**src/rtl/fetch_queue.sv**
```systemverilog
// Fetch buffer between the PC/ROM fetch stage and decode: small FIFO of {pc, instr} pairs.
// Optional same-cycle empty-queue bypass from if_* to id_* is enabled by FETCH_QUEUE_BYPASS_EN.
module fetch_queue #(
    parameter int DEPTH = 4,
    parameter int XLEN  = 32
) (
    input  logic                       clk,
    input  logic                       reset,
    input  logic                       if_valid,
    input  logic [XLEN-1:0]            if_pc,
    input  logic [XLEN-1:0]            if_instr,
    output logic                       fetch_stall,
    input  logic                       flush,
    output logic                       id_valid,
    input  logic                       id_ready,
    output logic [XLEN-1:0]            id_pc,
    output logic [XLEN-1:0]            id_instr,
    output logic [$clog2(DEPTH+1)-1:0] level
);

    localparam int PW = (DEPTH > 1) ? $clog2(DEPTH) : 1;
    localparam int LW = $clog2(DEPTH + 1);
    localparam logic [XLEN-1:0] NOP_INSTR  = XLEN'(32'h0000_0013);
    localparam logic [LW-1:0]   FULL_LEVEL = LW'(DEPTH);

    logic [XLEN-1:0] pc_mem    [DEPTH];
    logic [XLEN-1:0] instr_mem [DEPTH];

    logic [PW-1:0] rd_ptr_reg, rd_ptr_next;
    logic [PW-1:0] wr_ptr_reg, wr_ptr_next;
    logic [LW-1:0] level_reg, level_next;

    logic full;
    logic empty;
    logic push;
    logic pop;
    logic bypass_take;

    assign full  = (level_reg == FULL_LEVEL);
    assign empty = (level_reg == '0);

`ifdef FETCH_QUEUE_BYPASS_EN
    // A word that decode takes straight off the fetch bus never occupies an entry.
    assign bypass_take = empty & if_valid & ~flush & id_ready;
`else
    assign bypass_take = 1'b0;
`endif

    assign push = if_valid & ~full & ~flush & ~bypass_take;
    assign pop  = ~empty & id_ready & ~flush;

    // The PC unit holds whenever the word on the bus cannot be accepted.
    assign fetch_stall = full;
    assign level       = level_reg;

    always_comb begin
        rd_ptr_next = rd_ptr_reg;
        wr_ptr_next = wr_ptr_reg;
        level_next  = level_reg;
        if (flush) begin
            rd_ptr_next = '0;
            wr_ptr_next = '0;
            level_next  = '0;
        end else begin
            if (push) begin
                wr_ptr_next = wr_ptr_reg + PW'(1);
            end
            if (pop) begin
                rd_ptr_next = rd_ptr_reg + PW'(1);
            end
            case ({push, pop})
                2'b10:   level_next = level_reg + LW'(1);
                2'b01:   level_next = level_reg - LW'(1);
                default: level_next = level_reg;
            endcase
        end
    end

    always_ff @(posedge clk or posedge reset) begin
        if (reset) begin
            rd_ptr_reg <= '0;
            wr_ptr_reg <= '0;
            level_reg  <= '0;
        end else begin
            rd_ptr_reg <= rd_ptr_next;
            wr_ptr_reg <= wr_ptr_next;
            level_reg  <= level_next;
        end
    end

    // Storage has no reset; level alone decides which entries are meaningful.
    always_ff @(posedge clk) begin
        if (push) begin
            pc_mem[wr_ptr_reg]    <= if_pc;
            instr_mem[wr_ptr_reg] <= if_instr;
        end
    end

    always_comb begin
        id_valid = ~empty;
        id_pc    = '0;
        id_instr = NOP_INSTR;
        if (!empty) begin
            id_pc    = pc_mem[rd_ptr_reg];
            id_instr = instr_mem[rd_ptr_reg];
        end
`ifdef FETCH_QUEUE_BYPASS_EN
        if (empty && if_valid && !flush) begin
            id_valid = 1'b1;
            id_pc    = if_pc;
            id_instr = if_instr;
        end
`endif
    end

endmodule
```
**config.mk**
```make
export PLATFORM = sky130hd
export DESIGN_NAME = fetch_queue
export DESIGN_NICKNAME = d
export VERILOG_FILES = /design/src/rtl/fetch_queue.sv
export SDC_FILE = /design/constraint.sdc
export NUM_CORES = 1
export LEC_CHECK = 0
export CAP_MARGIN = 10
export CORE_MARGIN = 4
export CORE_UTILIZATION = 50
export CTS_CLUSTER_DIAMETER = 80
export DETAILED_ROUTE_END_ITERATION = 16
export PLACE_DENSITY = 0.74
export SLEW_MARGIN = 20
export SYNTH_ARGS = -nofsm -noshare
export SYNTH_HDL_FRONTEND = slang
export SYNTH_SLANG_ARGS = --single-unit
```
**constraint.sdc**
```tcl
create_clock -name clk -period 4.7 [get_ports clk]
set_input_delay 1.175 -clock clk [delete_from_list [all_inputs] [get_ports clk]]
set_output_delay 1.175 -clock clk [all_outputs]
set_load 0.05 [all_outputs]
```
# Yosys cells after proc, flatten, opt, wreduce, memory -nomap -nowiden
# Memory sizes are Yosys's and may differ from the RTL's.
# Cells that the tools add are included.
[totals]
register_bits = 7
ramBits = 256
input_bits = 69
out_inout_bits = 69
elab_cells = 33
mem_count = 2
[memory_table]
columns = ["memory", "depth", "word_bits", "rd", "rd_ports_with_merged_regs", "wr", "line_no", "text"]
rows = [
  ["instr_mem", 4, 32, 1, 0, 1, "27", "logic [XLEN-1:0] instr_mem [DEPTH];"],
  ["pc_mem", 4, 32, 1, 0, 1, "26", "logic [XLEN-1:0] pc_mem [DEPTH];"],
]
[op_classes]
add_sub_neg = 4
eq_ne = 3
muxes = 10
bitwise = 7
n_reduce_logical = 4
[op_table]
columns = ["op", "count"]
rows = [
  ["2-to-1 mux 32 bit", 2],
  ["2-to-1 mux 2 bit", 4],
  ["one-hot mux 3 bit (2 select lines)", 1],
  ["adder 2 x 1 -> 2 bit, second input constant", 2],
  ["bitwise AND 1 bit", 4],
  ["nonzero test 2 bit", 2],
  ["adder 3 x 1 -> 3 bit, second input constant", 1],
  ["equality test 3 bit, second input constant", 1],
  ["zero test 3 bit", 1],
  ["2-to-1 mux 3 bit", 1],
  ["NOT 1 bit", 3],
  ["nonzero test 3 bit", 1],
  ["subtractor 3 x 1 -> 3 bit, second input constant", 1],
  ["equality test 2 x 1 -> 1 bit, second input constant", 1],
  ["equality test 2 bit, second input constant", 1],
  ["2-to-1 mux 1 bit", 2],
]

# Depth between registers and ports, before layout
# Gate-level depths: netlist (run 1).
[logic_depth]
depth_word = 7
depth_mapped = 7
mapped_depth_nobuf = 6

# Worst setup path before layout (run 1)
# Ideal clock, no wire load.
[synth_path]
path_type = "flip-flop to flip-flop"
start = "register level_reg[2], in the netlist level[2]"
end = "memory instr_mem[0][0] (enable)"
setup_ns = 0.547
arrival_ns = 3.298
required_ns = 4.153
path_slack_ns = 0.855
path_stages_with_launch = 5
path_buffers = 1
period_less_slack_ns = 3.845
cell_sequence = "dfrtp_1 > buf_2 > nor3b_1 > nor3_1 > and2_1"
[synth_via]
elab_chain_cells = 6
[synth_lines]
columns = ["element", "line_no", "text"]
rows = [
  ["start: declaration", "31", "logic [LW-1:0] level_reg, level_next;"],
  ["start signal: assignment", "87", "level_reg <= level_next;"],
  ["equality test 3 bit", "39", "assign full = (level_reg == FULL_LEVEL);"],
  ["named net fetch_stall", "12", "output logic fetch_stall,"],
  ["NOT 1 bit", "49", "assign push = if_valid & ~full & ~flush & ~bypass_take;"],
  ["bitwise AND 1 bit (2 in series)", "49", ""],
  ["2-to-1 mux 1 bit", "93", "if (push) begin"],
  ["2-to-1 mux 1 bit (implied by the code)", "95", "instr_mem[wr_ptr_reg] <= if_instr;"],
  ["end: declaration", "27", ""],
]
# The timed path passes the listed nets, and every way through them passes these cells.

# Worst setup path in the final report (run 1)
[layout_path]
start = "register level_reg[0], in the netlist level[0]"
end = "output id_pc[18]"
[layout_via]
elab_chain_cells = 2
[layout_lines]
columns = ["element", "line_no", "text"]
rows = [
  ["zero test 3 bit", "40", "assign empty = (level_reg == '0);"],
  ["2-to-1 mux 32 bit", "103", "if (!empty) begin"],
  ["end: declaration", "16", "output logic [XLEN-1:0] id_pc,"],
]
# Every way passes these cells.

==> results.md, run 1 <==
- Commonest non-fill, non-tap cell in the layout: edfxtp_1
- Via count: 4941
- Die ar.: 22800 sq um
- Crit-path cells: nor3_2, inv_2, buf_12, and2_1, clkdlybuf4s50_1
- Netlist cell types: 36
- IO Pins: 138
- Largest family of logic cells by synthesized area: multiplexers
- Nature of the critical path endpoint: primary output
- Post-synthesis mux area share: 14.2%
- Pin count of the biggest net entering global routing: 38
- CP max stage cell: clkdlybuf4s50_1
- Simple-gate portion of the synthesized area: 5.13%
- Critical Path Max Stage Delay: 0.84 ns
- Element type at the critical path start: flop
- Pwr Density: 428 nW/um^2
- CTS tree: yes
- Final nets: 691
- Post-Syn Area: 10200 sq um
- CP Max Fanout: 35
- Port Buffer Count: 137
- Net Count, Synth: 544
- DR DRC count: 0
- Status: completed
- Pins Over Slew Limit: 0
- # hold bufs at CTS: 0
- Post-route clock period utilization: 89.1%
- Max-Cap Viols: 0
- Clock Tree Root: clkbuf_16
- Initial antenna violation count: 0
- Drt first-iter violations: 324
- Ys flop type: edfxtp_1
- Crit path time final: 4.19 ns
- Setup TNS: 0 ns
- Fin Clk Skew: 0.0187 ns
- CORE AREA: 20200 sq um
- Register area share after synthesis: 77.0%
- Adder-Cell Fraction of Synth Area: 0.686%
- Htree depth: 1
- Number of diodes: 0
- Crit Path Category: flop to primary output
- Layout cells sized above 1: 18.1%
- EDFF count, synth: 256
- Post-synth ARST share: 2.66%
- DRT Wirelength: 19.4 mm
- RSZ-0062 raised after global routing: no
- CTS Sinks: 263
- Die Y: 151 microns
- Total chip power: 5.43 mW
- Clk buf depth: 3
- XOR/XNOR Fraction of Synth Area: 0.257%
- # setup viols final: 0
- Leakage: 4.01 nW
- Worst Path Arrival: 3.01 ns
- Crit-path leading delay family: buffers and inverters
- Post-synthesis compound-gate area fraction: 0.943%
- Worst-path clk slew: 0.06 ns
- Worst vdd ir: 0.000336 V
- Total gr overflow: 0
- Most frequent cells in the layout: edfxtp_1 (256), clkdlybuf4s50_1 (137), mux4_2 (64)
- Area Growth Syn to Fin: 24.2%
- Number of global-route vias before repair: 5496
- DR WL/cell: 21.4 microns
- TritonCTS Buffers: 26
- Worst Max-Slew Pin Slew: 0.573 ns
- Fmax: 0.239 GHz
- Starting Density: 50.6%
- Syn Inst Count: 470
- Syn avg cell area: 21.7 sq um
- Worst reg2reg setup slack: 2.29 ns
- Worst-Skew Late Latency: 0.52 ns
- WP data required: 3.52 ns
- Final hold vios: 0
- Rel. slew slack: 61.8%
- DP HPWL: 11.5 mm
- FF+latch count, synth: 263
- DIE WIDTH: 151 microns
- Post-CTS setup buffer count: 0
- Syn. warnings: 0
- First-pass GRT wire length: 30.3 mm
- Rows: 52
- HP Class: flop to flop
- Placer congestion estimate: 0.705
- # resized after CTS: 0
- Tot GR Track Use: 17.3%
- Pre-Repair DR Iteration Count: 4
- Worst path bufs/invs: 3
- ANT nets after route: 0
- Vias/cell: 5.47
metrics by stage:
stage | util, % | worst slack [ns] | hold slack [ns] | instances | area (sq um)
global route | 62.9 | 0.325 | 0.656 | 904 | 12700
finish | 62.9 | 0.514 | 0.622 | 904 | 12700
floorplan | - | 0.855 | 0.561 | 470 | 10200
global placement | 59.2 | 0.660 | 0.568 | 859 | 11900
CTS | 62.9 | 0.118 | 0.617 | 904 | 12700
detailed placement | 59.2 | 0.685 | 0.609 | 859 | 11900
where the power goes:
part | total (mW) | internal, mW | switching, mW | leakage, nW
logic | 0.920 | 0.370 | 0.549 | 1.23
registers | 2.67 | 2.64 | 0.0260 | 2.42
clock network | 1.84 | 1.04 | 0.797 | 0.373
path summary, 6_finish.rpt:
| path | from | endpoint | depth (start not counted) |
|---|---|---|---|
| max in group asynchronous | reset | rd_ptr_reg[1] | 2 |
| min in group asynchronous | reset | level[2] | 2 |
| worst max register to register | level[0] | pc_mem[2][4] | 4 |
| worst min-delay path | wr_ptr_reg[1] | wr_ptr_reg[1] | 2 |
| worst max-delay path | level[0] | id_pc[18] | 5 |
| worst min register to register | wr_ptr_reg[1] | wr_ptr_reg[1] | 2 |
tightest hold or removal path: stages, from the launching register on:
cell     delay, ns
dfrtp_1       0.41
o21ai_0       0.10
a21oi_1       0.07
area by class of cell:
| type | count | area (sq um) |
|---|---|---|
| clock buffers | 33 | 698 |
| flip-flops and latches | 263 | 7870 |
| fillers | 1407 | 7480 |
| well taps | 270 | 338 |
| inverters | 7 | 26.3 |
| multi-input cells | 174 | 2180 |
| clock inverters | 12 | 52.6 |
| repair buffers | 145 | 1520 |
synth_stat cells, types with 2 or more instances:
| cell type | n | area share [%] |
|---|---|---|
| edfxtp_1 | 256 | 75 |
| and2_1 | 65 | 4.0 |
| mux4_2 | 64 | 14 |
| buf_2 | 11 | 0.54 |
| clkbuf_1 | 7 | 0.26 |
| dfrtp_1 | 7 | 1.7 |
| inv_1 | 7 | 0.26 |
| buf_6 | 5 | 0.55 |
| nor2_1 | 5 | 0.18 |
| ha_1 | 4 | 0.49 |
| a21oi_1 | 3 | 0.15 |
| nor3_1 | 3 | 0.15 |
| or2_1 | 3 | 0.18 |
| buf_4 | 2 | 0.15 |
| nand2_1 | 2 | 0.074 |
| nand2b_1 | 2 | 0.12 |
| nand3_1 | 2 | 0.098 |
| o2111ai_1 | 2 | 0.17 |
| o21ai_0 | 2 | 0.098 |
| xor2_1 | 2 | 0.17 |
routing by layer:
metal	wire, microns	vias to the layer above	global-route usage (%)
li1	-	2193	-
met3	1100	29	3.32
met1	7980	2563	23.0
met5	0	-	0
met4	393	0	4.58
met2	9900	156	29.8
cells by family (layout without fill, tap and decap cells):
family / after synthesis / after routing
flops: 263 / 263
simple gates: 87 / 87
mux: 65 / 65
buf+inv: 33 / 197
compound gates: 14 / 14
fa+ha+maj: 5 / 5
xor+xnor: 3 / 3
Note: power is estimated with default switching activity, not from simulation.
==> run 2: changes to the inputs <==
--- a/config.mk
+++ b/config.mk
@@ -11,7 +11,8 @@
 export CTS_CLUSTER_DIAMETER = 80
 export DETAILED_ROUTE_END_ITERATION = 16
 export PLACE_DENSITY = 0.74
-export SLEW_MARGIN = 20
+export REMOVE_ABC_BUFFERS = 1
+export SLEW_MARGIN = 25
 export SYNTH_ARGS = -nofsm -noshare
 export SYNTH_HDL_FRONTEND = slang
 export SYNTH_SLANG_ARGS = --single-unit
==> run 2 against run 1 <==
Effect of this change: core utilization rose by 0.37 points; critical endpoint unchanged; final cell count increased by 0.66%; largest power group unchanged; clock power up 6%; design area increased by 0.58%.
==> results.md, run 2 (synthesized netlist as in run 1, its figures left out) <==
- Number of diodes: 0 (unchanged)
- CTS Sinks: 263 (unchanged)
- Post-CTS setup buffer count: 0 (unchanged)
- Most frequent cells in the layout: edfxtp_1 (256), clkdlybuf4s50_1 (137), mux4_2 (64) (unchanged)
- CP Max Fanout: 62 (was 35)
- Setup TNS: 0 ns (unchanged)
- Port Buffer Count: 137 (unchanged)
- ANT nets after route: 0 (unchanged)
- Worst vdd ir: 0.000310 V (was 0.000336 V)
- Finished Cell Area: 12800 sq um (was 12700 sq um)
- Leakage: 4.06 nW (was 4.01 nW)
- CTS tree: yes (unchanged)
- # resized after CTS: 0 (unchanged)
- Die Y: 151 microns (unchanged)
- Total gr overflow: 0 (unchanged)
- Fin Clk Skew: 0.00892 ns (was 0.0187 ns)
- DIE WIDTH: 151 microns (unchanged)
- TritonCTS Buffers: 27 (was 26)
- RSZ-0062 raised after global routing: no (unchanged)
- Pin count of the biggest net entering global routing: 63 (was 38)
- Worst reg2reg setup slack: 2.28 ns (was 2.29 ns)
- Worst-Skew Late Latency: 0.51 ns (was 0.52 ns)
- DR WL/cell: 21.2 microns (was 21.4 microns)
- Worst Path Arrival: 2.98 ns (was 3.01 ns)
- Placement Setup Slack: 0.838 ns (was 0.685 ns)
- Drt first-iter violations: 306 (was 324)
- Area Growth Syn to Fin: 24.9% (was 24.2%)
- Final nets: 695 (was 691)
- Post-route clock period utilization: 88.3% (was 89.1%)
- Die ar.: 22800 sq um (unchanged)
- RR Endpoint: pc_mem[2][12] (was pc_mem[2][4])
- Crit path to: id_pc[18] (unchanged)
- Placer congestion estimate: 0.742 (was 0.705)
- Pwr Density: 433 nW/um^2 (was 428 nW/um^2)
- Rows: 52 (unchanged)
- # setup viols final: 0 (unchanged)
- Commonest non-fill, non-tap cell in the layout: edfxtp_1 (unchanged)
- Tot GR Track Use: 17.3% (about the same)
- CORE AREA: 20200 sq um (unchanged)
- Starting Density: 50.6% (unchanged)
- Via count: 4990 (was 4941)
- Status: completed (unchanged)
- Worst setup margin: 0.550 ns (was 0.514 ns)
- Nature of the critical path endpoint: primary output (unchanged)
- Worst Max-Slew Pin Slew: 0.846 ns (was 0.573 ns)
- DRT Wirelength: 19.3 mm (was 19.4 mm)
- WP data required: 3.52 ns (about the same)
- Initial antenna violation count: 1 (was 0)
- Total chip power: 5.53 mW (was 5.43 mW)
- Element type at the critical path start: flop (unchanged)
- Fillcell total: 1389 (was 1407)
- Number of global-route vias before repair: 5490 (was 5496)
- Clk buf depth: 3 (unchanged)
- First-pass GRT wire length: 30.1 mm (was 30.3 mm)
- Final hold vios: 0 (unchanged)
- Multi-input logic area: 2180 sq um (about the same)
- Layout cells sized above 1: 18.9% (was 18.1%)
- IO Pins: 138 (unchanged)
- Clock Tree Root: clkbuf_16 (unchanged)
- Pre-Repair DR Iteration Count: 5 (was 4)
- R2R depth: 4 (unchanged)
- Crit Path Category: flop to primary output (unchanged)
- Htree depth: 1 (unchanged)
- Rel. slew slack: 43.5% (was 61.8%)
- Max-Cap Viols: 0 (unchanged)
- R2r startpoint: level[0] (unchanged)
- Fmax: 0.241 GHz (was 0.239 GHz)
- Vias/cell: 5.48 (was 5.47)
- HP Class: flop to flop (unchanged)
- DR DRC count: 0 (unchanged)
- Placed Instance Area: 11900 sq um (about the same)
- Worst-path clk slew: 0.06 ns (about the same)
- Pins Over Slew Limit: 0 (unchanged)
- Storage cell area: 7870 sq um (unchanged)
- Crit path time final: 4.15 ns (was 4.19 ns)
- # hold bufs at CTS: 0 (unchanged)
- DP HPWL: 11.5 mm (about the same)
- Worst setup path startpoint: level[0] (unchanged)
==> run 2: routing by layer <==
| metal | track usage [%] | up-vias | share of wire, % |
|---|---|---|---|
| li1 | - | 2200 | - |
| met1 | 24.1 | 2588 | 42 |
| met2 | 28.6 | 168 | 50 |
| met3 | 3.26 | 32 | 6.2 |
| met4 | 4.31 | 2 | 1.7 |
| met5 | 0 | - | 0.093 |
==> run 2: worst min path at each step <==
stage,from,to,depth (start not counted)
floorplan,wr_ptr_reg[1],wr_ptr_reg[1],2
global placement,wr_ptr_reg[1],wr_ptr_reg[1],2
detailed placement,wr_ptr_reg[1],wr_ptr_reg[1],2
CTS,wr_ptr_reg[1],wr_ptr_reg[1],2
global route,wr_ptr_reg[1],wr_ptr_reg[1],2
finish,wr_ptr_reg[1],wr_ptr_reg[1],2
==> run 2: worst max-delay path, stage by stage, from the launching register on <==
cell and delay [ns]:
dfrtp_1 0.53, nor3_1 0.54, inv_4 0.38, and2_1 0.29, clkdlybuf4s50_1 0.72
==> run 2: layout make-up <==
type	instances	share of cell area [%]
tap	270	2.65
clock buffer	32	5.44
inverter	7	0.225
sequential	263	61.7
timing repair buffer	148	12.0
clock inverter	16	0.961
multi-input combinational	174	17.1
==> run 2: where the power goes <==
part | internal (mW) | switching, mW
clock | 1.15 | 0.797
combinational | 0.365 | 0.536
sequential | 2.64 | 0.0334
==> run 2: per-stage QoR <==
step / hold WS [ns] / std cells / util (%)
2_1_floorplan: 0.554 / 444 / -
3_3_place_gp: 0.569 / 862 / 59.2
3_5_place_dp: 0.585 / 862 / 59.2
4_1_cts: 0.593 / 910 / 63.3
5_1_grt: 0.614 / 910 / 63.3
6_report: 0.594 / 910 / 63.3
==> run 3: changes to the inputs <==
--- a/config.mk
+++ b/config.mk
@@ -16,3 +16,4 @@
 export SYNTH_ARGS = -nofsm -noshare
 export SYNTH_HDL_FRONTEND = slang
 export SYNTH_SLANG_ARGS = --single-unit
+export TNS_END_PERCENT = 20
==> results of run 3 <==
No change in the layout: final DEF, timing and power equal those of run 2.
